[src/rtl/alu64_registered.sv]
// 64-bit ripple ALU with registered result and NZVC flags; one-cycle latency.
// Optional macro ALU_FLAG_HOLD_EN: overflow/carry_out hold on non-add/sub ops.

module bitslice (
   input  logic       a_i,
   input  logic       b_i,
   input  logic       ci_i,
   input  logic [2:0] cntrl_i,
   output logic       res_o,
   output logic       co_o
);
   logic bx;
   logic sum;

   always_comb begin
      bx    = b_i ^ cntrl_i[0];
      sum   = a_i ^ bx ^ ci_i;
      co_o  = (a_i & bx) | (ci_i & (a_i ^ bx));
      res_o = 1'b0;
      case (cntrl_i)
         3'b000:         res_o = b_i;
         3'b010, 3'b011: res_o = sum;
         3'b100:         res_o = a_i & b_i;
         3'b101:         res_o = a_i | b_i;
         3'b110:         res_o = a_i ^ b_i;
         default:        res_o = 1'b0;
      endcase
   end
endmodule

module testZero (
   input  logic [63:0] data_i,
   output logic        zero_o
);
   logic [31:0] l1;
   logic [15:0] l2;
   logic [7:0]  l3;
   logic [3:0]  l4;
   logic [1:0]  l5;

   // Balanced OR tree, inverted at the root.
   always_comb begin
      l1 = '0;
      l2 = '0;
      l3 = '0;
      l4 = '0;
      l5 = '0;
      for (int unsigned i = 0; i < 32; i++) l1[i] = data_i[2*i] | data_i[2*i+1];
      for (int unsigned i = 0; i < 16; i++) l2[i] = l1[2*i] | l1[2*i+1];
      for (int unsigned i = 0; i < 8; i++)  l3[i] = l2[2*i] | l2[2*i+1];
      for (int unsigned i = 0; i < 4; i++)  l4[i] = l3[2*i] | l3[2*i+1];
      for (int unsigned i = 0; i < 2; i++)  l5[i] = l4[2*i] | l4[2*i+1];
      zero_o = ~(l5[0] | l5[1]);
   end
endmodule

module alu64_registered (
   input  logic        clk,
   input  logic        rst_n,
   input  logic        in_valid,
   input  logic [63:0] A,
   input  logic [63:0] B,
   input  logic [2:0]  cntrl,
   output logic        out_valid,
   output logic [63:0] result,
   output logic        negative,
   output logic        zero,
   output logic        overflow,
   output logic        carry_out
);
   logic [64:0] carry;
   logic [63:0] alu_res;
   logic        alu_zero;
   logic        is_arith;

   logic [63:0] result_d, result_q;
   logic        zero_d, zero_q;
   logic        ovf_d, ovf_q;
   logic        cout_d, cout_q;
   logic        valid_q;

   // Slice 0 carry-in equals the B-invert bit, giving A + ~B + 1 on subtract.
   assign carry[0] = cntrl[0];

   genvar gi;
   generate
      for (gi = 0; gi < 64; gi++) begin : g_slice
         bitslice u_slice (
            .a_i     (A[gi]),
            .b_i     (B[gi]),
            .ci_i    (carry[gi]),
            .cntrl_i (cntrl),
            .res_o   (alu_res[gi]),
            .co_o    (carry[gi+1])
         );
      end
   endgenerate

   testZero u_zero (
      .data_i (alu_res),
      .zero_o (alu_zero)
   );

   assign is_arith = (cntrl[2:1] == 2'b01);

   always_comb begin
      result_d = result_q;
      zero_d   = zero_q;
      ovf_d    = ovf_q;
      cout_d   = cout_q;
      if (in_valid) begin
         result_d = alu_res;
         zero_d   = alu_zero;
         if (is_arith) begin
            ovf_d  = carry[63] ^ carry[64];
            cout_d = carry[64];
         end else begin
`ifdef ALU_FLAG_HOLD_EN
            ovf_d  = ovf_q;
            cout_d = cout_q;
`else
            ovf_d  = 1'b0;
            cout_d = 1'b0;
`endif
         end
      end
   end

   always_ff @(posedge clk or negedge rst_n) begin
      if (!rst_n) begin
         result_q <= '0;
         zero_q   <= 1'b1;
         ovf_q    <= 1'b0;
         cout_q   <= 1'b0;
         valid_q  <= 1'b0;
      end else begin
         result_q <= result_d;
         zero_q   <= zero_d;
         ovf_q    <= ovf_d;
         cout_q   <= cout_d;
         valid_q  <= in_valid;
      end
   end

   assign result    = result_q;
   assign negative  = result_q[63];
   assign zero      = zero_q;
   assign overflow  = ovf_q;
   assign carry_out = cout_q;
   assign out_valid = valid_q;
endmodule

[config.mk]
export PLATFORM = sky130hd
export DESIGN_NAME = alu64_registered
export DESIGN_NICKNAME = d
export VERILOG_FILES = /design/src/rtl/alu64_registered.sv
export SDC_FILE = /design/constraint.sdc
export NUM_CORES = 1
export LEC_CHECK = 0
export CAP_MARGIN = 20
export CELL_PAD_IN_SITES_DETAIL_PLACEMENT = 1
export CELL_PAD_IN_SITES_GLOBAL_PLACEMENT = 2
export CORE_MARGIN = 10
export CORE_UTILIZATION = 30
export DETAILED_ROUTE_END_ITERATION = 10
export MAX_ROUTING_LAYER = met4
export PLACE_DENSITY = 0.85
export SLEW_MARGIN = 40
export SYNTH_ARGS = -nofsm -noshare
export SYNTH_HDL_FRONTEND = slang
export SYNTH_HIERARCHICAL = 1
export SYNTH_SLANG_ARGS = --single-unit
[constraint.sdc]
create_clock -name clk -period 0.8 [get_ports clk]
set_clock_uncertainty 0.05 [all_clocks]
set_input_delay 0.08 -clock clk [delete_from_list [all_inputs] [get_ports clk]]
set_output_delay 0.08 -clock clk [all_outputs]
set_load 0.02 [all_outputs]
==> flow_summary.yaml <==
status:
  status: "finished, violations left"
  violations: "setup timing"
critical_path:
  endpoint_kind: "register"
  start_kind: "input pin"
  critical_path.slowest_cell: "mux4_2"
  required_ps: 1030
  crit_arrival_ps: 25750
  critPathKind: "input pin to register"
  cp_common_cell: "fa_2"
  critPathMaxStageDelay_ps: 530
  cp_max_fo: 2
cells_and_area:
  areaGrowthSynthToFinish_pct: 59.0
  fill_cells: 3342
  drive_gt1_frac: 0.410
  design_area_um2: 15000
  fin_nets: 1681
die:
  die_h_um: 198
  die_area_um2: 39000
  initial_core_util: 0.307
  die_x_um: 198
  rows: 64
  io_pins: 203
  core_um2: 30800
power:
  ir_drop_mv: 0.922
  p_clk_frac: 0.218
  combPwrFrac: 0.552
  leakage_uw: 0.00716
  seqPwrFrac: 0.230
  swShare: 0.355
  p_int_uw: 13400
  powerDensity_nw_per_um2: 1380
  p_sw_uw: 7350
sta:
  post-route-period-util: 31.9
  fmax_ghz: 0.0392
  timing.final.ws_setup_ps: -24710
  hold_violations: 0
  finalSetupViolCount: 136
  worst_pin_slew_ps: 768
  max_slew_margin: 0.488
  rsz0062_at_grt: "yes"
  slew_viol_final: 0
  min_period_ps: 25510
logic_synthesis:
  synth.net_count: 1229
  yosysSeqAreaShare: 0.180
  yosysUniqueCellTypes: 27
  yosysWarningCount: 6
  syn_area_um2: 9450
  yosys_register_bits: 68
  syn_inst: 903
  avgSynthCellArea_um2: 10.5
clock_network:
  cts_max_level: 3
  cts_buffer_depth: 2
  cts_buffers: 9
  clk_latency_ps: 340
  cts_root_buffer: "clkbuf_16"
  cts_sinks: 68
  cts_tree: "built"
  clkTransAtPathRegs_ps: 70
detailed_routing:
  vias: 8343
  vias_per_cell: 4.75
  drtPass1Iterations: 4
  drt_iter0_drc: 225
  drcViolationCount: 0
  wire_per_inst_um: 18.4
  ant_nets: 0
  wl_um: 32400
global_route:
  use_met3: 0.0359
  antenna_found_initial: 2
  overflow: 0
  grt_pass1_wl_um: 51300
  grt_max_degree: 74
  use_met1: 0.194
  use_met2: 0.304
  grt-busiest-layer: "met2"
  globalRouteTotalUtil: 0.169
  grt_pass1_vias: 9516
placed_design:
  post_dp_cell_area_um2: 14000
  gp_congestion: 0.781
  portBuffers: 202
  hpwl_um: 25900
  dpl_worst_slack_ps: -25680
job:
  max_cap_viol_count: 0
hold_path:
  hp-class: "input pin to register"
[state kept, by name, indices dropped and copies added (netlist names)]
signal,cells
zero,1
overflow,1
out_valid,1
result,64
carry_out,1
[cells in the final DEF, fill, tap and decap left out, types with 30 or more instances in the layout]
master / n
buf_6: 85
fa_2: 64
xor2_1: 63
buf_4: 223
inv_1: 165
clkdlybuf4s50_1: 125
mux2_4: 54
mux2i_1: 35
nor2b_1: 35
nor2_1: 64
mux4_2: 35
dfrtp_1: 66
nand3b_1: 30
ha_1: 128
[power groups by stage]
stage | clock network (uW) | registers [uW] | logic [uW]
finish | 4530 | 4770 | 11400
floorplan | 0 | 5370 | 4200
global route | 4800 | 4860 | 12500
detailed placement | 0 | 4660 | 10500
CTS | 4670 | 4760 | 11400
global placement | 0 | 4660 | 10100
[Yosys cell counts]
library cell,count,share of area
a211o_1,29,0.027
a211oi_1,29,0.023
a31oi_1,29,0.019
buf_2,5,0.0026
buf_4,1,0.00079
buf_6,3,0.0036
dfrtp_1,67,0.18
dfstp_2,1,0.0028
fa_1,64,0.14
ha_1,128,0.17
inv_1,165,0.066
mux2_2,59,0.070
mux2_4,6,0.0095
mux2i_1,35,0.037
mux4_2,35,0.083
nand3b_1,30,0.024
nand4_1,4,0.0026
nand4b_1,1,0.00093
nor2_1,64,0.025
nor2b_1,35,0.023
nor3b_1,29,0.023
nor4_1,15,0.0099
nor4_2,2,0.0026
o21ai_0,1,0.00053
o22ai_1,1,0.00066
xnor2_1,1,0.00093
xor2_1,64,0.059
[worst paths after layout]
kind,from,to,slack [ps],cells after the start
worst max-delay path,B[0],zero$_DFFE_PN1P_,-24710,71
worst min-delay path,in_valid,out_valid$_DFF_PN0_,90,2
worst max register to register,result[55]$_DFFE_PN0P_,result[55]$_DFFE_PN0P_,-190,2
worst min register to register,result[37]$_DFFE_PN0P_,result[37]$_DFFE_PN0P_,480,1
max in group asynchronous,rst_n,result[33]$_DFFE_PN0P_,160,3
min in group asynchronous,rst_n,result[58]$_DFFE_PN0P_,110,2
[through the flow]
stage,power [uW],utilization,std cells,TNS (ps),hold slack [ps]
final,20700,0.487,1758,-883720,92.9
after detailed placement,15100,0.454,1716,-938070,-64.8
after floorplan,9560,-,903,-855440,-266
after CTS,20800,0.482,1746,-890900,63.8
after global placement,14800,0.454,1716,-932140,-67.8
after global routing,22200,0.487,1758,-910360,80.4
[logic make-up after synthesis]
logic type / after synthesis / share of synthesized area
DFF: 68 / 0.180
xor gates and xnor gates: 65 / 0.0602
and+or+nand+nor: 180 / 0.112
muxes: 135 / 0.200
AOI/OAI and AO/OA: 89 / 0.0703
adders and majority gates: 192 / 0.305
buffers and inverters: 174 / 0.0725
[timing repair]
item                                   4_1_cts  5_1_grt
endpoints found under the hold margin       68        0
hold buffers                                 1        0
resized for setup                          454       23
pin swaps                                   21        1
cloned                                       1        0
setup endpoints to repair                  136      136
setup buffers                               14       15
[final cells by class]
cell class	count	area [um2]	share of cell area
Timing Repair Buffer	450	4190	0.279
Clock inverter	6	87.6	0.00583
Multi-Input combinational cell	661	7690	0.512
Tap cell	396	495	0.0330
Antenna cell	2	5.00	0.000333
Sequential cell	68	1700	0.113
Inverter	165	619	0.0412
Clock buffer	10	239	0.0159
[routing by layer]
metal	vias to the layer above	wire length (um)	share of wire
met4	0	258	0.0080
met1	4174	13800	0.42
met2	140	16900	0.52
li1	4011	-	-
met3	18	1450	0.045
met5	-	0	0
[worst max-delay path, delay by kind of cell]
family        cells  cell delay, ps
xor+xnor          1             170
fa+ha+maj        64           24140
buf+inv           1             100
mux               2             720
simple gates      3             470
Power figures use the tool's default switching activity.
